===== src/rtl/icache_refill_ctrl.sv =====
// icache_refill_ctrl -- instruction-cache miss handling and line refill.
// On a lookup miss the controller latches the address and a round-robin
// victim way, requests the line from memory, writes each returned word into
// the data RAM, and finally writes the tag and valid bit for the victim way.
// Optional build macro: ICACHE_REFILL_PERF_EN adds a saturating miss counter
// on output miss_cnt.
module icache_refill_ctrl #(
  parameter int WAY_NUM    = 4,
  parameter int LINE_WORDS = 8,
  parameter int INDEX_W    = 7
) (
  input  logic                                        clk,
  input  logic                                        rst,
  input  logic                                        req_valid,
  input  logic [31:0]                                 req_addr,
  input  logic                                        lookup_hit,
  output logic                                        stall,
  output logic                                        rd_req,
  output logic [31:0]                                 rd_addr,
  input  logic                                        rd_rdy,
  input  logic                                        ret_valid,
  input  logic [31:0]                                 ret_data,
  output logic                                        wr_en,
  output logic [$clog2(WAY_NUM)-1:0]                  wr_way,
  output logic [INDEX_W-1:0]                          wr_index,
  output logic [$clog2(LINE_WORDS)-1:0]               wr_offset,
  output logic [31:0]                                 wr_data,
  output logic                                        tag_wr,
  output logic [32-INDEX_W-$clog2(LINE_WORDS)-2-1:0]  tag_data,
`ifdef ICACHE_REFILL_PERF_EN
  output logic [31:0]                                 miss_cnt,
`endif
  output logic                                        refill_done
);

  localparam int OFF_W  = $clog2(LINE_WORDS);
  localparam int WAY_W  = $clog2(WAY_NUM);
  localparam int IDX_LO = OFF_W + 2;              // first index bit above the byte offset
  localparam int TAG_W  = 32 - INDEX_W - IDX_LO;

  typedef enum logic [1:0] {IDLE, MISS, REFILL, DONE} state_t;

  state_t           state, state_nxt;
  logic [31:0]      addr_q;
  logic [WAY_W-1:0] victim_ptr;
  logic [WAY_W-1:0] victim_q;
  logic [OFF_W-1:0] word_cnt;
  logic             miss_start;
  logic             last_word;

  assign miss_start = (state == IDLE) && req_valid && !lookup_hit;
  assign last_word  = (state == REFILL) && ret_valid && (word_cnt == OFF_W'(LINE_WORDS - 1));

  // State register.
  // NOTE: sequential state uses non-blocking (<=) so every flop samples
  // pre-edge values regardless of block ordering.
  always_ff @(posedge clk or posedge rst) begin
    if (rst) state <= IDLE;
    else     state <= state_nxt;
  end

  // Next-state decode; stray handshakes outside their state fall through.
  always_comb begin
    // NOTE: assigning a default before the case keeps this purely
    // combinational; a missed branch would otherwise infer a latch.
    state_nxt = state;
    unique case (state)
      IDLE:    if (miss_start) state_nxt = MISS;
      MISS:    if (rd_rdy)     state_nxt = REFILL;
      REFILL:  if (last_word)  state_nxt = DONE;
      DONE:    state_nxt = IDLE;
      default: state_nxt = IDLE;
    endcase
  end

  // Miss context, word counter and round-robin victim pointer.
  always_ff @(posedge clk or posedge rst) begin
    if (rst) begin
      addr_q     <= '0;
      victim_q   <= '0;
      victim_ptr <= '0;
      word_cnt   <= '0;
    end else begin
      if (miss_start) begin
        addr_q   <= req_addr;
        victim_q <= victim_ptr;
      end
      if (state == REFILL && ret_valid) word_cnt <= word_cnt + 1'b1;
      else if (state == DONE)           word_cnt <= '0;
      if (state == DONE)
        victim_ptr <= (victim_ptr == WAY_W'(WAY_NUM - 1)) ? '0 : victim_ptr + 1'b1;
    end
  end

`ifdef ICACHE_REFILL_PERF_EN
  // Saturating count of IDLE->MISS transitions.
  always_ff @(posedge clk or posedge rst) begin
    if (rst)                                         miss_cnt <= '0;
    else if (miss_start && miss_cnt != 32'hFFFF_FFFF) miss_cnt <= miss_cnt + 32'd1;
  end
`endif

  // Output decode; address/data fields are zero except while they qualify a strobe.
  always_comb begin
    stall       = 1'b0;
    rd_req      = 1'b0;
    rd_addr     = '0;
    wr_en       = 1'b0;
    wr_way      = '0;
    wr_index    = '0;
    wr_offset   = '0;
    wr_data     = '0;
    tag_wr      = 1'b0;
    tag_data    = '0;
    refill_done = 1'b0;
    unique case (state)
      IDLE: stall = req_valid && !lookup_hit && !rst;
      MISS: begin
        stall   = 1'b1;
        rd_req  = 1'b1;
        rd_addr = {addr_q[31:IDX_LO], {IDX_LO{1'b0}}};
      end
      REFILL: begin
        stall = 1'b1;
        if (ret_valid) begin
          wr_en     = 1'b1;
          wr_way    = victim_q;
          wr_index  = addr_q[IDX_LO +: INDEX_W];
          wr_offset = word_cnt;
          wr_data   = ret_data;
        end
      end
      DONE: begin
        stall       = 1'b1;
        tag_wr      = 1'b1;
        refill_done = 1'b1;
        wr_way      = victim_q;
        wr_index    = addr_q[IDX_LO +: INDEX_W];
        tag_data    = addr_q[31 -: TAG_W];
      end
      default: ;
    endcase
  end

endmodule


===== config.mk =====
export PLATFORM = sky130hd
export DESIGN_NAME = icache_refill_ctrl
export DESIGN_NICKNAME = d
export VERILOG_FILES = /design/src/rtl/icache_refill_ctrl.sv
export SDC_FILE = /design/constraint.sdc
export NUM_CORES = 1
export LEC_CHECK = 0
export ABC_CLOCK_PERIOD_IN_PS = 2710
export CAP_MARGIN = 20
export CORE_AREA = 2 2 69 97
export CTS_BUF_LIST = sky130_fd_sc_hd__clkbuf_8
export CTS_CLUSTER_DIAMETER = 100
export DETAILED_ROUTE_END_ITERATION = 8
export DIE_AREA = 0 0 71 99
export GPL_ROUTABILITY_DRIVEN = 0
export PLACE_DENSITY = 0.82
export SYNTH_ARGS = -nofsm -noshare
export SYNTH_HDL_FRONTEND = slang
export SYNTH_SLANG_ARGS = --single-unit

===== constraint.sdc =====
create_clock -name clk -period 2.71 [get_ports clk]
set_input_delay 0.6775 -clock clk [delete_from_list [all_inputs] [get_ports clk]]
set_output_delay 0.6775 -clock clk [all_outputs]
set_load 0.05 [all_outputs]

==> impl_metrics.env, run 1 <==
export IMPL_numCtsBuffers=5
export IMPL_worst_path_buf_inv=2
export IMPL_routedWlPerCell_um=16.5
export IMPL_ir_drop_mv=0.745
export IMPL_grt_pass1_wl_mm=11.4
export IMPL_hold_viol_final=0
export IMPL_cts_setup_buffers=0
export IMPL_clkLatencyLatePin_ns=0.28
export IMPL_ant_nets=0
export IMPL_synth_cell_types=23
export IMPL_syn_avg_cell_area_um2=10.7
export IMPL_grt_antenna_before_repair=0
export IMPL_maxSlewViolCount=0
export IMPL_final_net_count=446
export IMPL_max_cap_violations=0
export IMPL_root_buffer="clkbuf_8"
export IMPL_hp_class="reg2reg"
export IMPL_worstPathRequired_ns=2.03
export IMPL_hold_buffers=0
export IMPL_initial_core_util_pct=36.1
export IMPL_drive_above_1_share_pct=40.4
export IMPL_cts_sinks=36
export IMPL_rows=34
export IMPL_areaGrowthSynthToFinish_pct=122
export IMPL_crit_end="wr_way[1]"
export IMPL_path_max_fanout=12
export IMPL_io_pins=171
export IMPL_setup_tns_ns=0
export IMPL_startpoint="ret_valid"
export IMPL_synth_seq_cells=36
export IMPL_start_kind="primary input"
export IMPL_worst_slew_pin_slew_ns=0.475
export IMPL_grt_max_degree=38
export IMPL_min_period_ns=2.56
export IMPL_yosysWarnings=0
export IMPL_drt_wl_total_mm=7.29
export IMPL_synth_cells=208
export IMPL_worstSetupEndpointType="primary output"
export IMPL_syn_cell_area_um2=2220
export IMPL_dieArea_um2=7030
export IMPL_timing_rr_end="state[1]"
export IMPL_first_iter_violations=28
export IMPL_worstPathCellList="clkdlybuf4s50_1 > and2_1 > nor2_4 > nor2b_1 > buf_12"
export IMPL_critPathSlowestCell="clkdlybuf4s50_1"
export IMPL_critical_path_class="in2out"
export IMPL_core_area_um2=6170
export IMPL_path_clk_slew_ns=0.08
export IMPL_final_area_um2=4940
export IMPL_viasPerCell=4.86
export IMPL_cts_tree="done"
export IMPL_overflow=0
export IMPL_setup_viol=0
export IMPL_p_leak_uw=0.00228
export IMPL_p_per_area_nw_per_um2=1210
export IMPL_dp_final_hpwl_mm=6.28
export IMPL_max_freq_ghz=0.391
export IMPL_num_antenna_cells=0
export IMPL_route_detailed_drc=0
export IMPL_r2r_slack_ns=0.93
export IMPL_die_w_um=71
export IMPL_clockBufferDepth=2
export IMPL_status="completed"
export IMPL_firstDrtPassIters=4
export IMPL_numPortBuffers=160
export IMPL_die_h_um=99
export IMPL_fin_worst_skew_ns=0.00936
export IMPL_rr_startpoint="state[1]"
export IMPL_p_total_uw=5960
export IMPL_grt_use_total_pct=20.7
export IMPL_rsz0062_at_grt="false"
export IMPL_grt_pass1_vias=2350
export IMPL_h_tree_depth=2
export IMPL_slew_headroom_pct=67.5
export IMPL_fin_crit_sh_pct=94.5
export IMPL_arrival_ns=1.88
export IMPL_slowest_delay_ns=0.50
export IMPL_cp_num_cells=5
export IMPL_vias=2142
export IMPL_synth_seq_area_share_pct=40.5
export IMPL_postPlaceCellArea_um2=4850
export IMPL_ctsResizeCount=0
export IMPL_cp_top_family="buffers and inverters"
export IMPL_r2r_cells=5
[cells in the mapped netlist]
cell       number  area [um2]
a21oi_1         1        5.00
mux2_2         21         236
mux2i_1         1        10.0
inv_1           3        11.3
a22o_1          2        17.5
conb_1          1        3.75
nor2_4          1        11.3
nor2b_1        10        62.6
and2_1         48         300
clkbuf_1       11        41.3
nand3b_1        1        7.51
and3_1         35         219
dfrtp_1        36         901
buf_4           8        60.1
a221o_1         1        10.0
o21ai_0         1        5.00
buf_2           2        10.0
buf_6           2        22.5
a2111oi_0       1        8.76
nand2_1         1        3.75
nand2b_1        2        12.5
ha_1            8         100
mux2_4         11         165
[where the power goes]
group          switching, uW  internal, uW  leakage [uW]
sequential               179           809      0.000435
combinational           2400          2200       0.00180
clock                    187           179     0.0000479
[registers in the layout (all words and copies together), names as in the netlist]
register	count
word_cnt	3
state	2
addr_q	27
victim_q	2
victim_ptr	2
[cell usage in the layout, fill, tap and decap left out]
master,count
inv_1,3
clkinv_4,1
buf_4,12
conb_1,5
a22o_1,2
ha_1,8
mux2i_1,1
a21oi_1,1
mux2_2,21
nand3b_1,1
o21ai_0,1
buf_12,96
and2_1,48
a2111oi_0,1
nand2b_1,2
a221o_1,1
dfrtp_1,36
nor2_4,1
clkdlybuf4s50_1,64
clkinv_2,2
nand2_1,1
clkbuf_8,5
and3_1,35
nor2b_1,10
mux2_4,11
[through the flow]
step                      std cells  hold WS [ns]  setup slack, ns  util, %
after floorplan                 212         0.471          0.00308        -
after global placement          433         0.486            0.172     78.6
after detailed placement        433         0.505            0.143     78.6
after CTS                       441         0.518            0.135     80.0
after global routing            441         0.533           0.0616     80.0
final                           441         0.513            0.150     80.0
[layout make-up]
cell class | instances | area (um2)
Timing Repair Buffer | 172 | 2650
Inverter | 3 | 11.3
Clock inverter | 3 | 18.8
Fill cell | 357 | 1230
Multi-Input combinational cell | 150 | 1190
Sequential cell | 36 | 901
Tap cell | 72 | 90.1
Clock buffer | 5 | 68.8
[cell families (layout without fill, tap and decap cells)]
family / after synthesis / in the layout / synth area share [%]
compound gates: 6 / 6 / 2.08
fa+ha+maj: 8 / 8 / 4.50
buf+inv: 26 / 183 / 6.52
flops: 36 / 36 / 40.5
mux: 33 / 33 / 18.5
other cells: 1 / 5 / 0.169
simple gates: 98 / 98 / 27.7
[worst register-to-register path, cell delays in order, from the launching register on]
cell     delay (ns)
dfrtp_1        0.42
inv_1          0.11
ha_1           0.39
nor2b_1        0.24
a221o_1        0.19
mux2_4         0.31
[worst min path at each step]
stage / startpoint / slack [ns] / cells after the start / endpoint
2_1_floorplan: victim_q[1] / 0.47 / 1 / victim_q[1]
3_3_place_gp: victim_q[1] / 0.49 / 1 / victim_q[1]
3_5_place_dp: addr_q[31] / 0.51 / 1 / addr_q[31]
4_1_cts: victim_ptr[0] / 0.52 / 1 / victim_ptr[0]
5_1_grt: addr_q[24] / 0.53 / 1 / addr_q[24]
6_report: victim_ptr[0] / 0.51 / 1 / victim_ptr[0]
[routing by layer]
layer / share of wire, % / global-route usage [%]
met1: 29 / 17.5
met2: 62 / 43.6
met3: 7.0 / 5.52
met4: 1.7 / 6.97
met5: 0 / 0
(Power assumes the default switching activity.)
==> inputs of run 2 (changes only) <==
--- a/config.mk
+++ b/config.mk
@@ -6,7 +6,7 @@
 export NUM_CORES = 1
 export LEC_CHECK = 0
 export ABC_CLOCK_PERIOD_IN_PS = 2710
-export CAP_MARGIN = 20
+export CAP_MARGIN = 5
 export CORE_AREA = 2 2 69 97
 export CTS_BUF_LIST = sky130_fd_sc_hd__clkbuf_8
 export CTS_CLUSTER_DIAMETER = 100
==> results of run 2 <==
No change in the layout: final DEF, timing and power equal those of run 1.
